## src/rtl/onehot_hold_arb_pkg.sv

```systemverilog
// onehot_hold_arb_pkg: shared defaults and helpers for the one-hot hold arbiter.
package onehot_hold_arb_pkg;

    localparam int DEF_MIN_HOLD = 3;
    localparam int DEF_MAX_HOLD = 8;
    localparam int MAX_N        = 32;

    function automatic logic [MAX_N-1:0] idx2onehot(input int idx);
        return MAX_N'(1) << idx;
    endfunction

    function automatic int cnt_width(input int max_hold);
        return ($clog2(max_hold) < 1) ? 1 : $clog2(max_hold);
    endfunction

endpackage

```

## src/rtl/onehot_rr_pick.sv

```systemverilog
// onehot_rr_pick: rotating-priority search, first set bit above start_idx with wrap-around.
module onehot_rr_pick #(
    parameter int N  = 4,
    parameter int IW = $clog2(N)
) (
    input  logic [N-1:0]  others,
    input  logic [IW-1:0] start_idx,
    output logic [IW-1:0] pick_idx,
    output logic          any_req
);

    logic [IW-1:0] hi_idx;
    logic [IW-1:0] lo_idx;
    logic          has_hi;

    // Lowest requester above start_idx wins, otherwise the lowest one at or below it.
    always_comb begin
        hi_idx = '0;
        lo_idx = '0;
        has_hi = 1'b0;
        for (int k = N - 1; k >= 0; k--) begin
            if (others[k]) begin
                if (k > int'(start_idx)) begin
                    hi_idx = IW'(k);
                    has_hi = 1'b1;
                end else begin
                    lo_idx = IW'(k);
                end
            end
        end
        pick_idx = has_hi ? hi_idx : lo_idx;
        any_req  = |others;
    end

endmodule

```

## src/rtl/onehot_hold_arb.sv

```systemverilog
// onehot_hold_arb: round-robin arbiter with an always one-hot grant held MIN_HOLD..MAX_HOLD cycles.
// Define ONEHOT_HOLD_ARB_ASSERT_EN to include the built-in concurrent assertions.
module onehot_hold_arb
    import onehot_hold_arb_pkg::*;
#(
    parameter int N        = 4,
    parameter int MIN_HOLD = DEF_MIN_HOLD,
    parameter int MAX_HOLD = DEF_MAX_HOLD
) (
    input  logic                 clk,
    input  logic                 rst_n,
    input  logic [N-1:0]         req,
    input  logic                 lock,
    output logic [N-1:0]         grant,
    output logic [$clog2(N)-1:0] grant_idx,
    output logic                 switched,
    output logic                 gnt_valid
);

    localparam int IW = $clog2(N);
    localparam int CW = cnt_width(MAX_HOLD);

    logic [CW-1:0] cnt;
    logic [N-1:0]  others;
    logic          owner_req;
    logic          eligible;
    logic          at_max;
    logic          do_switch;
    logic [IW-1:0] pick_idx;
    logic          any_req;

    onehot_rr_pick #(.N(N), .IW(IW)) u_pick (
        .others    (others),
        .start_idx (grant_idx),
        .pick_idx  (pick_idx),
        .any_req   (any_req)
    );

    assign gnt_valid = |(req & grant);

    // Switch only once the hold window has elapsed and someone else is waiting;
    // the owner leaves when it stops requesting or, unlocked, when its time is up.
    always_comb begin
        others    = req & ~grant;
        owner_req = |(req & grant);
        eligible  = cnt >= CW'(MIN_HOLD - 1);
        at_max    = cnt == CW'(MAX_HOLD - 1);
        do_switch = eligible && any_req && (!owner_req || (at_max && !lock));
    end

    // Grant, index, hold counter and switch pulse; reset parks the grant on bit 0.
    always_ff @(posedge clk or negedge rst_n) begin
        if (!rst_n) begin
            grant     <= N'(1);
            grant_idx <= '0;
            cnt       <= '0;
            switched  <= 1'b0;
        end else begin
            switched <= do_switch;
            if (do_switch) begin
                grant     <= N'(idx2onehot(int'(pick_idx)));
                grant_idx <= pick_idx;
                cnt       <= '0;
            end else if (!at_max) begin
                cnt <= cnt + CW'(1);
            end
        end
    end

`ifdef ONEHOT_HOLD_ARB_ASSERT_EN
    if (N < 2 || N > MAX_N) begin : g_bad_n
        $error("onehot_hold_arb: N must be in 2..%0d", MAX_N);
    end
    if (MIN_HOLD < 1) begin : g_bad_min
        $error("onehot_hold_arb: MIN_HOLD must be >= 1");
    end
    if (MAX_HOLD < MIN_HOLD) begin : g_bad_max
        $error("onehot_hold_arb: MAX_HOLD must be >= MIN_HOLD");
    end

    a_onehot: assert property (@(posedge clk) disable iff (!rst_n) $onehot(grant));

    if (MIN_HOLD > 1) begin : g_hold
        a_hold: assert property (@(posedge clk) disable iff (!rst_n)
            !$stable(grant) |=> $stable(grant)[*MIN_HOLD-1]);
    end

    a_switched: assert property (@(posedge clk) disable iff (!rst_n)
        switched == !$stable(grant));

    a_idx: assert property (@(posedge clk) disable iff (!rst_n)
        grant == (N'(1) << grant_idx));
`endif

endmodule

```

## config.mk

```make
export PLATFORM = sky130hd
export DESIGN_NAME = onehot_hold_arb
export DESIGN_NICKNAME = d
export VERILOG_FILES = /design/src/rtl/onehot_hold_arb_pkg.sv /design/src/rtl/onehot_rr_pick.sv /design/src/rtl/onehot_hold_arb.sv
export SDC_FILE = /design/constraint.sdc
export NUM_CORES = 1
export LEC_CHECK = 0
export CAP_MARGIN = 30
export CORE_AREA = 2 2 39 41
export DETAILED_ROUTE_END_ITERATION = 12
export DIE_AREA = 0 0 41 43
export HOLD_SLACK_MARGIN = 0.03
export PLACE_DENSITY_LB_ADDON = 0.08
export SYNTH_ARGS = -nofsm -noshare
export SYNTH_HDL_FRONTEND = slang
export SYNTH_HIERARCHICAL = 1
export SYNTH_SLANG_ARGS = --single-unit
```

## constraint.sdc

```tcl
create_clock -name clk -period 3.05 [get_ports clk]
set_clock_uncertainty 0.2 [all_clocks]
set_input_delay 0.4575 -clock clk [delete_from_list [all_inputs] [get_ports clk]]
set_output_delay 0.4575 -clock clk [all_outputs]
set_load 0.03 [all_outputs]
```

; After elaboration in Yosys (flattened, before gate mapping)
; Cells that the tools add are included.
[totals]
ff_bits = 10
inputBits = 7
out_inout_bits = 8
wordCells = 45
[classes]
addsub = 1
magnitude_cmp = 4
n_eq_ne = 2
shifts = 1
n_mux = 22
n_bitwise = 3
reduce_logical = 8
[ops]
columns = op, n
row1 = $mux W2, 14
row2 = $and A4 B4 Y4, 2
row3 = $reduce_or A4 Y1, 2
row4 = $mux W1, 6
row5 = $mux W3, 2
row6 = $gt A2 B2 Y1 const A, 2
row7 = $not A4 Y4, 1
row8 = $shl A1 B2 Y4 const A, 1
row9 = $add A3 B1 Y3 const B, 1
row10 = $eq A3 B3 Y1 const B, 1
row11 = $ge A3 B2 Y1 const B, 1
row12 = $logic_and A1 B1 Y1, 3
row13 = $gt A1 B2 Y1 const A, 1
row14 = $logic_not A1 Y1, 2
row15 = $ne A2 B1 Y1 const B, 1
row16 = $logic_or A1 B1 Y1, 1

; Logic depth before layout (Yosys ltp)
[depth]
depth_word = 10
mapped_depth = 6
depth_no_buf = 6

; By module
; The synthesis kept the hierarchy.
[by_module_without_submodules]
columns = module, instances, cells_per_inst, area_per_inst_um2, seq_area_each_um2
row1 = onehot_hold_arb, 1, 44, 541.8, 251.5
row2 = onehot_rr_pick, 1, 13, 70.1, 0.0

; Least setup slack after synthesis
; Ideal clock, no wire load.
[synth_timing]
kind = register -> register
startpoint = register grant[0]
endpoint = register grant[3]
setup_time_ps = 110
t_arrival_ps = 1746
required_time_ps = 2740
path_slack_ps = 994
path_stages_with_launch = 7
n_path_buf = 0
period_less_slack_ps = 2056
cell_sequence = dfstp_2 nor2b_1 nor2_1 a21oi_1 a221oi_1 inv_1 o41ai_1
[synth_between]
elab_chain_cells = 5
elab_cells_between_ends = 12
classes_between = shift (1) / mux (2) / bitwise (3) / reduce/logical (6)
[synth_rtl]
columns = item, line_no
row1 = "start, declared", onehot_hold_arb.sv:14  ; output logic [N-1:0] grant,
row2 = "start signal, assigned", onehot_hold_arb.sv:61  ; grant <= N'(idx2onehot(int'(pick_idx)));
row3 = $not A4 Y4, onehot_hold_arb.sv:44  ; others = req & ~grant;
row4 = $and A4 B4 Y4, onehot_hold_arb.sv:44
row5 = via others[0], onehot_hold_arb.sv:24  ; logic [N-1:0] others;
row6 = $mux W2, onehot_rr_pick.sv:22  ; if (others[k]) begin
row7 = $mux W2, onehot_rr_pick.sv:31  ; pick_idx = has_hi ? hi_idx : lo_idx;
row8 = via pick_idx[1], onehot_hold_arb.sv:29  ; logic [IW-1:0] pick_idx;
row9 = $shl A1 B2 Y4, onehot_hold_arb_pkg.sv:9  ; return MAX_N'(1) << idx;
; The timed path passes the listed nets, and every way through them passes these cells.
; A chain may end at the register's enable or synchronous reset.

; Final worst setup path
[layout_timing]
startpoint = input req[0]
endpoint = output gnt_valid
[layout_between]
elab_chain_cells = 2
[layout_rtl]
columns = item, line_no
row1 = "start, declared", onehot_hold_arb.sv:12  ; input logic [N-1:0] req,
row2 = $and A4 B4 Y4, onehot_hold_arb.sv:39  ; assign gnt_valid = |(req & grant);
row3 = $reduce_or A4 Y1, onehot_hold_arb.sv:39
row4 = "end, declared", onehot_hold_arb.sv:17  ; output logic gnt_valid
; No other way between the ends.

==> summary.md <==
| Metric | Value |
|---|---|
| FF-to-FF Start | grant[0]$_DFFE_PN1P_ |
| Post-Route Setup TNS | 0 ps |
| Fin nets | 86 |
| CTS tree | yes |
| Die extent in y | 43 µm |
| Dpl cells | 87 |
| Post-Route WL | 1230 µm |
| Synth Flop Type | dfrtp_1 |
| Max Cap Viol | 0 |
| GRT overflow | 0 |
| Final WS setup | 587 ps |
| Psw | 0.000412 W |
| Final Util | 57.7% |
| GRT Total Usage | 17.7% |
| Synthesized area per cell | 10.7 µm² |
| YS warnings | 6 |
| R2r setup slk | 940 ps |
| Finish-stage setup viols | 0 |
| Boundary pin count | 15 |
| Post-cts gate resize count | 0 |
| Vias in the first global route | 452 |
| Via density | 5.44 |
| Die W | 41 µm |
| Net Count, Synth | 67 |
| Area Overhead vs Synth | 30.5% |
| Hold Fails Final Rpt | 0 |
| Synthesized area | 612 µm² |
| Number of buffers created by CTS | 3 |
| Non-Filler Instances | 91 |
| Root Buffer | clkbuf_4 |
| Cell area power density | 1120 nW/µm² |
| Reg2Reg Depth | 6 |
| RSZ-0062 raised after global routing | no |
| Asr flop ratio synth | 100% |
| Slew @ Worst Pin | 491 ps |
| Share of layout cells above drive strength 1 | 14.7% |
| Hold crit path type | in -> async |
| Internal power | 0.000485 W |
| Comb pwr share | 59.5% |
| Endpoint class of the critical path | output port |
| Sequential area share after synthesis | 41.1% |
| Reg2reg end | grant[3]$_DFFE_PN0P_ |
| Cells after Synth | 57 |
| Initial Utilization | 44.2% |
| Critical-path top delay cell | clkdlybuf4s50_1 |
| Post-CTS Setup Bufs | 0 |
| Ant. Diodes | 0 |
| Crit path arrival time | 1810 ps |
| Net Sw Frac | 45.9% |
| Reg clk slew, reported paths | 70 ps |
| First drt pass iteration count | 4 |
| Filler cells | 133 |
| Via count | 495 |
| Core area | 1380 µm² |
| Drt drc | 0 |
| Clk_lat worst skew | 260 ps |
| Final slew viol count | 0 |
| Hpwl dp | 956 µm |
| Worst Path Required | 2390 ps |
| Routed len/inst | 13.5 µm |
| First-pass GRT wire length | 2040 µm |
| Leak Pwr | 0.358 nW |
| Critical-path cell list | clkdlybuf4s50_1 -> a22oi_2 -> nand2_1 -> clkdlybuf4s50_1 |
| Crit path from | req[0] |
| Maximum VDD drop | 0.511 mV |
| Max_slew headroom | 67.3% |
| Register bit count reported by yosys | 10 |
| Number of synthesized flops with an enable pin | 0 |
| Tmin final | 2460 ps |
| Setup Crit Path Kind | in -> out |
| Fmax | 406 MHz |
| Yosys cell types | 22 |
| Post-place setup slack | 476 ps |
| Period utilization | 80.7% |
| H-tree depth | 1 |
| Status | completed |
| Sequential group share of total power | 30.0% |
| Die Footprint | 1760 µm² |
| Sinks on Clock Net | 10 |
| Cell mode on critical path | clkdlybuf4s50_1 |
| Hold Buf Count CTS | 0 |
| Max incr delay on CP | 590 ps |
| Pwr Total | 0.000897 W |
| Antenna violations before repair | 0 |
| Largest fanout on the critical path | 2 |
| Clk network pwr share | 10.5% |
| Clk buf depth | 2 |
| Std cell rows | 14 |
| Largest net degree at the start of global routing | 11 |
| DRT antenna net count | 0 |
| Critical Path Start Type | input port |
| Port Buffers | 14 |
| DR iter-0 viols | 5 |
| GPL Wtd Cong | 0.733 |
## metal layers
layer	track usage (%)	wire length (µm)	share of wire (%)
met4	8.00	8	0.65
met2	28.1	602	49
met3	4.19	51	4.1
met5	0	0	0
met1	21.6	568	46
## placed cells by master (no fill, tap or decap), drive strengths merged
cell / n
mux2i: 1
a221oi: 1
inv: 6
nor2b: 5
a22oi: 2
dfstp: 1
a221o: 1
nand2: 2
a211oi: 1
o31ai: 1
mux2: 2
xor2: 1
nor2: 8
a21oi: 3
o41ai: 4
clkbuf: 4
dfrtp: 9
ha: 3
o21ai: 4
clkdlybuf4s50: 14
o22ai: 2
## worst max-delay path: cells and delay by family
kind,cells,cell delay (ps)
and+or+nand+nor,1,80
AOI/OAI and AO/OA,1,250
buffers and inverters,2,1020
## final cells by class
cell class,instances,area (µm²),share of cell area [%]
inverter,6,22.5,2.82
clock buffer,4,26.3,3.29
multi-input combinational,41,338,42.3
timing repair buffer,14,140,17.6
tap,16,20.0,2.51
sequential,10,251,31.5
## metrics by stage
| stage | area (µm²) | hold slack [ps] |
|---|---|---|
| floorplan | 612 | -38.1 |
| global placement | 772 | 322 |
| detailed placement | 772 | 353 |
| CTS | 798 | 319 |
| global route | 798 | 344 |
| finish | 798 | 309 |
## synthesized netlist by cell type (2+ instances only)
| cell | number | area [µm²] |
|---|---|---|
| a21oi_1 | 2 | 10.0 |
| dfrtp_1 | 9 | 225 |
| ha_1 | 3 | 37.5 |
| inv_1 | 6 | 22.5 |
| mux2_4 | 2 | 30.0 |
| nand2_1 | 2 | 7.51 |
| nor2_1 | 7 | 26.3 |
| nor2b_1 | 5 | 31.3 |
| o21ai_0 | 4 | 20.0 |
| o22ai_1 | 2 | 12.5 |
| o41ai_1 | 4 | 35.0 |
## state kept, by name (all words and copies together) (netlist names)
| signal | count |
|---|---|
| cnt | 3 |
| switched | 1 |
| grant | 4 |
| grant_idx | 2 |
## power groups by stage
stage / registers [W] / clock network, W / logic [W]
2_1_floorplan: 0.000334 / 0 / 0.000309
3_3_place_gp: 0.000271 / 0 / 0.000529
3_5_place_dp: 0.000272 / 0 / 0.000537
4_1_cts: 0.000270 / 0.0000975 / 0.000539
5_1_grt: 0.000279 / 0.000104 / 0.000591
6_report: 0.000269 / 0.0000938 / 0.000534
## cell families after synthesis
logic type               Yosys count  synth area share [%]
AO/OA/AOI/OAI                     19                  28.6
AND/OR/NAND/NOR                   15                  12.5
flip-flops                        10                  41.1
buffers and inverters              6                  3.68
multiplexers                       3                  6.54
adder cells (fa/ha/maj)            3                  6.14
XOR/XNOR                           1                  1.43
## how the worst max path moves through the flow
stage / slack (ps) / cells after the start / end
after global routing: 520 / 4 / gnt_valid
after CTS: 570 / 4 / gnt_valid
final: 590 / 4 / gnt_valid
after detailed placement: 480 / 6 / grant[3]$_DFFE_PN0P_
after global placement: 460 / 6 / grant[3]$_DFFE_PN0P_
after floorplan: 990 / 6 / grant[3]$_DFFE_PN0P_
No activity file was read; power rests on OpenSTA's default activity.
==> patch: new RTL, same settings <==
`N` is set to 4 in 2 places; all go to 2.
--- a/src/rtl/onehot_rr_pick.sv
+++ b/src/rtl/onehot_rr_pick.sv
@@ -1,6 +1,6 @@
 // onehot_rr_pick: rotating-priority search, first set bit above start_idx with wrap-around.
 module onehot_rr_pick #(
-    parameter int N  = 4,
+    parameter int N  = 2,
     parameter int IW = $clog2(N)
 ) (
     input  logic [N-1:0]  others,
--- a/src/rtl/onehot_hold_arb.sv
+++ b/src/rtl/onehot_hold_arb.sv
@@ -3,7 +3,7 @@
 module onehot_hold_arb
     import onehot_hold_arb_pkg::*;
 #(
-    parameter int N        = 4,
+    parameter int N        = 2,
     parameter int MIN_HOLD = DEF_MIN_HOLD,
     parameter int MAX_HOLD = DEF_MAX_HOLD
 ) (
Ports: changed (resized grant, grant_idx and req); port bits go from 15 to 10. No check against the original RTL was run, so the function may have changed too.
==> patch against the unedited design <==
Global-route usage down 8.2 points. Wire length decreased by 44%. Worst hold slack lost 0.057 ns. Via count shrank 46%. Synthesized area shrank 43%. Sequential cell count shrank 4. Worst setup slack got worse by 0.048 ns. Fmax shrank 1.9%. Total power decreased by 42%. Sequential share of layout area is 0.17 points higher. Core utilization down 23 points. Design area decreased by 40%. Largest power group unchanged.
==> patch: results <==
metrics = {
    "outcome": {
        "status": "finished, final reports clean",
    },
    "drt": {
        "dr.pass1.iters": 2,
        "wl_per_cell_um": 11.9,
        "drtIter0Drc": 3,
        "drt-vias-per-instance": 4.57,
    },
    "setup_path": {
        "rr_startpoint": "cnt[1]",
        "reg2reg_depth": 5,
        "arrival_ns": 1.85,
        "rrSetupSlack_ns": 1.29,
        "path_max_fanout": 4,
        "r2r-end": "grant_idx",
    },
    "cts": {
        "ctsHtreeMaxLevel": 1,
        "cts_buffer_depth": 2,
        "path_clk_slew_ns": 0.05,
        "numCtsBuffers": 3,
        "cts_resized": 0,
        "clkLatencyLatePin_ns": 0.24,
        "cts_setup_buffers": 0,
    },
    "synth": {
        "muxShareOfSynthArea_pct": 7.17,
        "ys_types": 21,
        "synth_xor_area_share_pct": 0,
        "yosysSeqAreaShare_pct": 43.4,
        "synthAdderAreaFrac_pct": 7.17,
        "synth_area_leaders": "dfrtp_1, dfstp_2, ha_1",
        "synth_compound_area_share_pct": 26.5,
        "syn-num-nets": 37,
    },
    "sta": {
        "worst_pin_slew_ns": 0.303,
        "setup_violations": 0,
    },
    "place": {
        "gp_congestion": 0.727,
        "dpl_cell_area_um2": 452,
        "place_ws_ns": 0.530,
        "dpl.hpwl_um": 546,
        "port_buffers": 9,
    },
    "final_layout": {
        "antenna_cells": 0,
        "fill_cells": 144,
        "largest_reg_flops": 3,
        "regMostFlops": "cnt",
        "final_nets": 50,
        "drive_above_1_share_pct": 21.4,
    },
    "pwr": {
        "clkPwrFrac_pct": 15.0,
        "leakagePower_nw": 0.201,
        "peakVddDrop_uv": 365,
        "swShare_pct": 40.8,
        "powerDensity_nw_per_um2": 1080,
        "sequentialPower_mw": 0.164,
    },
    "global_route": {
        "track_usage_pct": 9.50,
        "grt_pass1_vias": 258,
        "grt_max_degree": 7,
        "grt_pass1_wl_mm": 1.08,
    },
}
## patch: cell count changes after synthesis, moves of 2 or more
cell     change
nor2_1       -7
dfrtp_1      -4
inv_1        -4
o21ai_0      -4
o41ai_1      -4
nor2b_1      -3
a22o_1       +2
## patch: logic make-up (layout without fill, tap and decap cells)
family                   after synthesis  count (layout)
flip-flops                             6               6
AND/OR/NAND/NOR                        5               5
buffers and inverters                  4              16
adder cells (fa/ha/maj)                2               2
AO/OA/AOI/OAI                         11              11
multiplexers                           2               2
## patch: worst max-delay path, stage by stage
cell,delay (ns)
clkdlybuf4s50_1,0.43
a22oi_2,0.29
inv_2,0.08
clkdlybuf4s50_1,0.60
## patch: layout make-up
type | instances | area [um^2] | area share [%]
multi-input cells | 20 | 179 | 37.4
flip-flops and latches | 6 | 151 | 31.7
repair buffers | 9 | 90.1 | 18.8
clock buffers | 4 | 26.3 | 5.50
well taps | 16 | 20.0 | 4.19
inverters | 3 | 11.3 | 2.36
## patch: through the flow
step                      hold slack [ns]  std cells
after floorplan                   -0.0381         30
after global placement              0.283         54
after detailed placement            0.296         54
after CTS                           0.253         58
after global routing                0.253         58
final                               0.253         58
## patch: worst max-delay path by stage
stage	slack [ns]	cells past startpoint	from	to
global placement	0.55	4	req[0]	gnt_valid
floorplan	1.28	5	grant[0]	grant_idx
CTS	0.52	4	req[0]	gnt_valid
detailed placement	0.53	4	req[0]	gnt_valid
finish	0.54	4	req[0]	gnt_valid
global route	0.45	4	req[0]	gnt_valid
## patch: routing by layer
layer / up-vias / GRT usage (%) / part of all wire, % / routed length [um]
li1: 132 / - / - / -
met1: 125 / 10.5 / 46 / 316
met2: 8 / 13.8 / 51 / 352
met3: 0 / 7.85 / 2.8 / 19
met4: 0 / 2.00 / 0 / 0
met5: - / 0 / 0 / 0
